### config.mk
export PLATFORM = sky130hd
export DESIGN_NAME = string_arbiter
export DESIGN_NICKNAME = d
export VERILOG_FILES = /design/src/rtl/string_arbiter.sv
export SDC_FILE = /design/constraint.sdc
export NUM_CORES = 1
export LEC_CHECK = 0
export BUFFER_PORTS_ARGS = -buffer_cell sky130_fd_sc_hd__buf_2
export CAP_MARGIN = 10
export CORE_MARGIN = 2
export CORE_UTILIZATION = 47
export CTS_BUF_LIST = sky130_fd_sc_hd__clkbuf_2
export DETAILED_ROUTE_END_ITERATION = 8
export PLACE_DENSITY = 0.79
export SLEW_MARGIN = 0
export SYNTH_ARGS = -nofsm -noshare
export SYNTH_HDL_FRONTEND = slang
export SYNTH_SLANG_ARGS = --single-unit
### constraint.sdc
create_clock -name clk -period 3 [get_ports clk]
set_input_delay 0.75 -clock clk [delete_from_list [all_inputs] [get_ports clk]]
set_output_delay 0.75 -clock clk [all_outputs]
set_load 0.02 [all_outputs]
### src/rtl/string_arbiter.sv
// Two-requester string arbiter: grants a whole string at a time, alternating under
// contention, truncating strings longer than MAX_LEN and discarding their remainder.
module string_arbiter #(
   parameter int DATA_W  = 8,
   parameter int MAX_LEN = 16
) (
   input  logic              clk,
   input  logic              rst,
   input  logic              in0_valid,
   output logic              in0_ready,
   input  logic [DATA_W-1:0] in0_data,
   input  logic              in0_last,
   input  logic              in1_valid,
   output logic              in1_ready,
   input  logic [DATA_W-1:0] in1_data,
   input  logic              in1_last,
   output logic              out_valid,
   input  logic              out_ready,
   output logic [DATA_W-1:0] out_data,
   output logic              out_last,
   output logic              out_src,
   output logic              busy,
   output logic              trunc,
   output logic [15:0]       str_cnt0,
   output logic [15:0]       str_cnt1
);

   typedef enum logic [1:0] {IDLE, GRANT0, GRANT1, DROP} state_e;

   localparam logic [7:0] LEN_LAST = 8'(MAX_LEN - 1);

   state_e      state_q, state_d;
   logic        last_q, last_d;
   logic [7:0]  len_q, len_d;
   logic        trunc_q, trunc_d;
   logic [15:0] cnt0_q, cnt0_d;
   logic [15:0] cnt1_q, cnt1_d;

   logic              gsrc;
   logic              sel_valid;
   logic [DATA_W-1:0] sel_data;
   logic              sel_last;
   logic              at_max;
   logic              done;

   // In DROP the truncated requester is the one recorded as last granted.
   assign gsrc      = (state_q == GRANT1) ? 1'b1 : (state_q == GRANT0) ? 1'b0 : last_q;
   assign sel_valid = gsrc ? in1_valid : in0_valid;
   assign sel_data  = gsrc ? in1_data  : in0_data;
   assign sel_last  = gsrc ? in1_last  : in0_last;
   assign at_max    = (len_q == LEN_LAST);

   always_ff @(posedge clk) begin
      if (rst) begin
         state_q <= IDLE;
         last_q  <= 1'b1;
         len_q   <= '0;
         trunc_q <= 1'b0;
         cnt0_q  <= '0;
         cnt1_q  <= '0;
      end else begin
         state_q <= state_d;
         last_q  <= last_d;
         len_q   <= len_d;
         trunc_q <= trunc_d;
         cnt0_q  <= cnt0_d;
         cnt1_q  <= cnt1_d;
      end
   end

   always_comb begin
      state_d   = state_q;
      last_d    = last_q;
      len_d     = len_q;
      trunc_d   = 1'b0;
      done      = 1'b0;
      in0_ready = 1'b0;
      in1_ready = 1'b0;
      out_valid = 1'b0;
      out_data  = '0;
      out_last  = 1'b0;
      out_src   = last_q;

      case (state_q)
         IDLE: begin
            if (in0_valid && in1_valid) begin
               state_d = last_q ? GRANT0 : GRANT1;
               len_d   = '0;
            end else if (in0_valid) begin
               state_d = GRANT0;
               len_d   = '0;
            end else if (in1_valid) begin
               state_d = GRANT1;
               len_d   = '0;
            end
         end
         GRANT0, GRANT1: begin
            out_valid = sel_valid;
            out_data  = sel_data;
            out_last  = sel_last | at_max;
            out_src   = gsrc;
            in0_ready = ~gsrc & out_ready;
            in1_ready = gsrc & out_ready;
            if (sel_valid && out_ready) begin
               len_d = len_q + 8'd1;
               if (sel_last) begin
                  state_d = IDLE;
                  last_d  = gsrc;
                  done    = 1'b1;
               end else if (at_max) begin
                  state_d = DROP;
                  last_d  = gsrc;
                  trunc_d = 1'b1;
                  done    = 1'b1;
               end
            end
         end
         DROP: begin
            in0_ready = ~gsrc;
            in1_ready = gsrc;
            if (sel_valid && sel_last) begin
               state_d = IDLE;
            end
         end
         default: state_d = IDLE;
      endcase

      // Hold the interface quiet while reset is asserted, even mid-string.
      if (rst) begin
         in0_ready = 1'b0;
         in1_ready = 1'b0;
         out_valid = 1'b0;
         out_last  = 1'b0;
         out_src   = 1'b1;
      end
   end

   always_comb begin
      cnt0_d = cnt0_q;
      cnt1_d = cnt1_q;
      if (done) begin
         if (gsrc) cnt1_d = cnt1_q + 16'd1;
         else      cnt0_d = cnt0_q + 16'd1;
      end
   end

   assign busy     = ~rst & (state_q != IDLE);
   assign trunc    = trunc_q;
   assign str_cnt0 = cnt0_q;
   assign str_cnt1 = cnt1_q;

endmodule

### Word level (Yosys, flattened, before mapping)

Cells that the tools add are included.

* word-level logic and storage cells: 75
* bits in registers: 44
* output and inout port bits: 47

* mux-type cells: 36
* bitwise gates (word level): 8
* add/subtract/negate cells: 3
* equality and inequality tests: 8
* reduce and logical (&&, ||, !) cells: 14

Operators with widths (number)
* $mux W8: 6
* $add A16 B1 Y16 const B: 2
* $mux W1: 18
* $mux W2: 8
* $pmux W8 S2: 1
* $add A8 B1 Y8 const B: 1
* $eq A8 B4 Y1 const B: 1
* $pmux W2 S3: 1
* $reduce_and A3 Y1: 2
* $reduce_bool A2 Y1: 3
* $eq A2 B2 Y1 const B: 2
* $ne A2 B2 Y1 const B: 2
* $ne A4 B4 Y1 const B: 1
* $not A1 Y1: 4
* $pmux W1 S2: 2
* $reduce_and A2 Y1: 2
* $reduce_and A4 Y1: 1
* $reduce_or A4 Y1: 1
* $and A1 B1 Y1: 3
* $logic_and A1 B1 Y1: 3
* $ne A3 B3 Y1 const B: 1
* $eq A2 B1 Y1 const B: 1
* $logic_not A2 Y1: 1
* $reduce_or A2 Y1: 1
* $or A1 B1 Y1: 1

### Depth between registers and ports, before layout

Gate-level depths: netlist of the first run.

* depth after elaboration: 8
* gate-level depth with buffers: 9

### Least setup slack after synthesis of the first run

No wires, ideal clock.

* kind: register to output
* from: reg state_q[0]
* to: out out_data[0]
* setup slack: 413 ps
* arrival time: 1837 ps
* cell stages (with the launch flop): 6
* required time: 2250 ps
* cell sequence: dfxtp_1 > inv_1 > ha_1 > clkbuf_1 > clkbuf_1 > a21boi_0

* cells in the longest elaborated chain, start to end: 5
* elaborated cells between the ends (all ways): 7
* those cells by class: 2 x eq/ne; 4 x mux; 1 x reduce/logical

Ends and longest elaborated chain
* from (decl): RTL line 32 `state_e state_q, state_d;`
* from (signal assigned): RTL line 62 `state_q <= state_d;`
* $eq A2 B1 Y1: RTL line 47, 84
* $mux W1 (2 in series): RTL line 47 `assign gsrc = (state_q == GRANT1) ? 1'b1 : (state_q == GRANT0) ? 1'b0 : last_q;`
* $mux W8: RTL line 49 `assign sel_data = gsrc ? in1_data : in0_data;`
* $mux W8 (*): RTL line 84 `case (state_q)`
* to (decl): RTL line 19 `output logic [DATA_W-1:0] out_data,`

Mark *: on every way between the ends. The rest lies on a longest branch, timed or not.

### Worst setup path in the final report of the first run

* from: reg state_q[1]
* to: out out_last

* cells in the longest elaborated chain, start to end: 7
* elaborated cells between the ends (all ways): 9
* those cells by class: 2 x eq/ne; 5 x mux; 1 x bitwise; 1 x reduce/logical

Ends and longest elaborated chain
* $eq A2 B1 Y1: RTL line 47, 84
* $mux W1 (2 in series): RTL line 47
* $mux W1: RTL line 50 `assign sel_last = gsrc ? in1_last : in0_last;`
* $or A1 B1 Y1: RTL line 100 `out_last = sel_last | at_max;`
* $mux W1 (*): RTL line 84
* $mux W1 (*): RTL line 129 `if (rst) begin`
* to (decl): RTL line 20 `output logic out_last,`

Marks and branches as above.

==> results of run 1 <==
## layout by cell type (no fill, tap or decap), drive strengths merged, types with 10 or more instances in the layout
cell   netlist  final
buf          2     71
dfxtp       44     44
nand2       38     38
nor2        27     27
a21oi       24     24
nand3       17     17
xnor2       15     15
or3         12     12
o21ai       12     12
inv         10     10
## state kept, by name, summed over array words and instances (netlist names)
register  flops
str_cnt0     16
str_cnt1     16
len_q         8
state_q       2
last_q        1
trunc         1
## cell type report
class	instances	area, um2
Clock buffer	5	25.02
Clock inverter	2	12.51
Tap cell	70	87.58
Fill cell	510	2162
Timing Repair Buffer	71	360.3
Inverter	10	37.54
Sequential cell	44	882.1
Multi-Input combinational cell	254	1638
## path summary, 6_finish.rpt
path                                endpoint  slack (ps)  cells past startpoint
worst max-delay path                out_last         100                      7
worst min-delay path            str_cnt1[15]         500                      2
worst max register to register  str_cnt1[15]         480                      7
worst min register to register  str_cnt1[15]         500                      2
## power groups by stage
stage	clock network [mW]	logic (mW)	registers, mW
finish	0.250	0.843	0.635
global route	0.275	0.927	0.639
CTS	0.256	0.797	0.632
detailed placement	0	0.791	0.644
global placement	0	0.782	0.642
floorplan	0	0.579	0.641
## layer usage
| layer | up-vias | GRT usage (%) | part of all wire [%] |
|---|---|---|---|
| li1 | 1302 | - | - |
| met5 | - | 0 | 0 |
| met2 | 65 | 37.59 | 49 |
| met4 | 0 | 6.316 | 0.73 |
| met3 | 5 | 3.023 | 4.3 |
| met1 | 1230 | 25.77 | 46 |
## worst max-delay path, cell delays in order, from the launching register on
cell	delay [ps]
dfxtp_1	440
inv_1	120
ha_1	220
nand2b_2	270
and2_1	240
nor3_4	220
nor2_1	70
buf_2	160
## cells by family (layout without fill, tap and decap cells)
kind of cell / after synthesis / after routing / synth area share (%)
AND/OR/NAND/NOR: 150 / 150 / 31.65
AO/OA/AOI/OAI: 77 / 77 / 19.93
flip-flops: 44 / 44 / 34.22
buffers and inverters: 23 / 88 / 3.695
XOR/XNOR: 17 / 17 / 5.785
adder cells (fa/ha/maj): 8 / 8 / 3.889
multiplexers: 2 / 2 / 0.8264
## what timing repair did
item / CTS / global route
buffers inserted: 0 / 0
gates resized for setup: 1 / 11
setup endpoints to repair: 9 / 13
## through the flow
step | instances | power (mW)
3_3_place_gp | 449 | 1.424
4_1_cts | 456 | 1.685
2_1_floorplan | 321 | 1.220
3_5_place_dp | 449 | 1.435
5_1_grt | 456 | 1.841
6_report | 456 | 1.728
==> results.md, run 1 <==
* Syn Inst Count at about 320
* Clk Latency, worst-skew pair at about 420 ps
* Setup Viol. Count Final at 0
* Initial antenna violation count at 0
* Synth Warn # at 0
* Count leader, synth: dfxtp_1
* Switch Pwr at ~770 uW
* Total CTS buffers at 5
* Seq/Total Area, Yosys at between 30% and 40%
* P&R area growth vs syn at 18.23%
* Cell taking the most area after synthesis: dfxtp_1
* Routability Congestion at around 0.96
* Final setup TNS at 0 ps
* Place WS at about 430 ps
* Avg Cell Area, Syn at 8.018 um2
* # IOs at 70
* Synth unique cells at 51
* Post-route ant nets at 0
* Leakage at approximately 1.3 nW
* Pint at slightly below 1 mW
* Net Sw Frac at 44.35%
* Total clock sinks at 44
* Startpoint type of the worst setup path: register
* Post-synth EDFFs at 0
* WP data required at around 2300 ps
* DRC at 0
* Die W at between 70 and 80 um
* R2R Path Start: state_q[1]
* HPWL after DPL at around 4700 um
* Gate power share at about half
* First-pass GRT wire length at between 10000 and 15000 um
* Vias in the first global route at around 2400
* Status: finished clean
* Pin count of the biggest net entering global routing at 39
* Async S/R FF share, synth at 0%
* Cell Pwr Density at ~570 nW/um2
* Main synth FF type: dfxtp_1
* Max-cap violations at 0
* Synth top cells by count: dfxtp_1, nand2_1, nor2_1, a21oi_1, nand3_1
* Flop pwr share at a little under two fifths
* Final worst setup slack at approximately 100 ps
* Post-DP Area at 2964 um2
* Clk pwr share at about 14%
* Final Max Tran Viols at 0
* Crit share post-route at between 90 and 100%
* Buffer depth of the longest clock path at 2
* Routed len/inst at between 10 and 15 um
* Clk root buf: clkbuf_2
* Hold crit path type: register to register
* Share of layout cells above drive strength 1 at 25.39%
* CP Capture Type: primary output
* Layout Utilization at roughly three fifths
* CTS H-tree depth at 2
* Hold-fix buffers, CTS at 0
* Peak supply drop at just over 0.6 mV
* Synth top area share at 34.22%
* CTS tree: yes
* DRT Pass-1 Iters at 4
* Core area at approximately 5200 um2
* Via count at between 2000 and 3000
* Synthesized area at about 2600 um2
* DRT iter0 DRCs at 87
* DIE AREA at between 6000 and 7000 um2
* Die Ht at ~80 um
* Worst Tran Pin Value at between 600 and 700 ps
* Worst setup path startpoint: state_q[1]
* Num rows at 26
* Vias per std cell at about 5.7
* Hold Path Origin: str_cnt1[15]
* #FFs+latches synth at 44
* IO Port Bufs at around 70
* Arr. time, crit path at 2150 ps
* Rel. slew slack at 56.09%
* Post-layout min period at a little under 3000 ps
* Syn_nets at roughly 350
* Post-layout instance area at around 3000 um2
* Final wirelength at approximately 6300 um
* CP max FO at 7
* Total GRT Usage at 20.93%
* Grt ovf at 0
* Initial Utilization at between 40% and 50%
* Layout Skew at around 38 ps
* Fin nets at 417
* Fin. Hold Viols at 0
* Max Clk Rate at 345.3 MHz
* Reg clk slew, reported paths at 230 ps
* Top post-synthesis cells by area: dfxtp_1, nand2_1, xnor2_1, a21oi_1, nor2_1
* Worst hold slack at ~500 ps
* CP Class: register to primary output
* N_diodes at 0
(Power assumes the default switching activity.)
==> run 2, diff against run 1 <==
Settings changed: GPL_TIMING_DRIVEN set to 0.
==> results.md, run 2 (same netlist as run 1, synthesis figures left out) <==
* Status: finished clean
* Hold Path Origin: str_cnt0[15]
* Die W at 78 um (unchanged)
* N_diodes at 0 (unchanged)
* Most common cell after layout, fill and taps aside: buf_2
* P&R area growth vs syn at 21.00%
* Layout Skew at 25.05 ps (-13.25 ps)
* Arr. time, crit path at 2110 ps (-40 ps)
* Final Max Tran Viols at 0 (unchanged)
* WP data required at 2250 ps (about the same)
* CP cell instances: clkbuf_1 -> clkbuf_2 -> clkbuf_1 -> nor2_1 -> buf_2
* Clk root buf: clkbuf_2
* Worst setup path startpoint: rst
* Num rows at 26 (unchanged)
* Crit share post-route at 95.22% (-1.3 points)
* Initial Utilization at 49.45% (unchanged)
* Routability Congestion at 0.9503 (-0.93%)
* Routed len/inst at 13.55 um (-2.3%)
* Fin nets at 427 (+2.4%)
* Initial antenna violation count at 0 (unchanged)
* Logic depth of the worst path, buffers included at 5 (-2)
* CTS tree: yes
* Setup Viol. Count Final at 0 (unchanged)
* Max-cap violations at 0 (unchanged)
* Buffer depth of the longest clock path at 2 (unchanged)
* Peak supply drop at 0.4481 mV (-26%)
* CP Class: input port to primary output
* Total GRT Usage at 21.14% (+0.21 points)
* Most used cell along the critical path: clkbuf_1
* CP max stage delay at 410 ps (-30 ps)
* Total power at 1.828 mW (+5.8%)
* Post-layout min period at 2856 ps (-39.35 ps)
* Grt ovf at 0 (unchanged)
* Flop pwr share at 34.7% (-2.0 points)
* Cell count of the worst reg-to-reg path at 8 (+1)
* Die Ht at 78 um (unchanged)
* Cell Pwr Density at 587.0 nW/um2 (+3.4%)
* DRC at 0 (unchanged)
* Clk pwr share at 19.6% (+5.1 points)
* CP Capture Type: primary output
* Worst path top cell family by delay: buffers and inverters
* First-pass GRT wire length at 10610 um (+0.33%)
* Max Clk Rate at 350.1 MHz (+1.4%)
* Pin count of the biggest net entering global routing at 16 (-59%)
* Startpoint type of the worst setup path: input port
* R2R Path Start: state_q[0]
* Hold-fix buffers, CTS at 0 (unchanged)
* # IOs at 70 (unchanged)
* DIE AREA at 6084 um2 (unchanged)
* Total clock sinks at 44 (unchanged)
* Final setup TNS at 0 ps (unchanged)
* Gate power share at 45.6% (-3.2 points)
* Share of layout cells above drive strength 1 at 25.69% (+0.30 points)
* Net Sw Frac at 41.86% (-2.5 points)
* Post-route ant nets at 0 (unchanged)
* Reg clk slew, reported paths at 270 ps (+40 ps)
* Via count at 2632 (+1.2%)
* Hold crit path type: register to register
* CP bufs+invs at 4 (+2)
* Final wirelength at 6326 um (about the same)
* Total CTS buffers at 5 (unchanged)
* R2r setup slk at 470 ps (about the same)
* DRT iter0 DRCs at 110 (+26%)
* CP max FO at 10 (+3)
* Switch Pwr at 765.1 uW (-0.16%)
* Setup crit end: busy
* Fin. Hold Viols at 0 (unchanged)
* DRT Pass-1 Iters at 4 (unchanged)
* HPWL after DPL at 4770 um (+1.7%)
* Fillers at 504 (-1.2%)
* IO Port Bufs at 68 (-1.4%)
* Vias in the first global route at 2448 (-0.041%)
* Worst Tran Pin Value at 644.7 ps (-9.598 ps)
* Crit path max-delay cell type: clkbuf_1
* Rel. slew slack at 56.73% (+0.64 points)
* FF-to-FF End: str_cnt1[14]
* Pint at 1.063 mW (+11%)
* Highest-count cells in the layout ignoring fill and taps: buf_2, dfxtp_1, nand2_1
* Clk Latency, worst-skew pair at 420 ps (about the same)
* CTS H-tree depth at 2 (unchanged)
* Core area at 5205 um2 (unchanged)
* Vias per std cell at 5.636 (-1.2%)
* Leakage at 1.299 nW (+3.4%)
[run 2: how the worst min path moves through the flow]
stage	to	slack, ps	depth (start not counted)
after CTS	str_cnt0[15]	510	2
after global routing	str_cnt0[15]	520	2
final	str_cnt0[15]	510	2
after global placement	str_cnt0[15]	460	2
after floorplan	len_q[2]	460	1
after detailed placement	str_cnt0[15]	480	2
[run 2: metrics by stage]
stage | setup WS (ps) | util (%) | area [um2] | std cells | hold WS [ps]
after floorplan | 413.0 | - | 2574 | 321 | 460.2
after global placement | 26.47 | 57.67 | 3002 | 459 | 462.3
after detailed placement | -6.135 | 57.67 | 3002 | 459 | 477.4
after CTS | 20.95 | 59.21 | 3082 | 466 | 506.3
after global routing | -2.222 | 59.83 | 3114 | 467 | 524.9
final | 143.5 | 59.83 | 3114 | 467 | 514.9
[run 2: area by class of cell]
type	instances	area, um2	area share, %
Buffer	12	61.31	1.969
Clock buffer	5	25.02	0.8035
Clock inverter	3	46.29	1.487
Inverter	10	37.54	1.205
Multi-Input combinational cell	254	1625	52.19
Sequential cell	44	883.3	28.36
Tap cell	70	87.58	2.812
Timing Repair Buffer	69	347.8	11.17
[run 2: power groups by stage]
| stage | logic, mW | clock network (mW) | registers, mW |
|---|---|---|---|
| 3_5_place_dp | 0.794 | 0 | 0.643 |
| 2_1_floorplan | 0.579 | 0 | 0.641 |
| 4_1_cts | 0.805 | 0.362 | 0.632 |
| 5_1_grt | 0.921 | 0.379 | 0.638 |
| 3_3_place_gp | 0.777 | 0 | 0.642 |
| 6_report | 0.834 | 0.359 | 0.635 |
[run 2: routing by layer]
metal	track usage, %	wire length, um	up-vias
li1	-	-	1320
met4	5.614	98	0
met5	0	0	-
met2	36.64	2984	72
met3	4.186	353	10
met1	26.75	2889	1230
[run 2: worst min-delay path, cell delays in order, from the launching register on]
cell and delay, ps:
dfxtp_1 380, o21ai_0 70, a21oi_1 60
[run 2: repair_timing]
item / CTS / global route
pin swaps: 0 / 1
buffers inserted: 0 / 1
endpoints found under the setup margin: 14 / 12
gates resized for setup: 6 / 10
endpoints found under the hold margin: 0 / 0
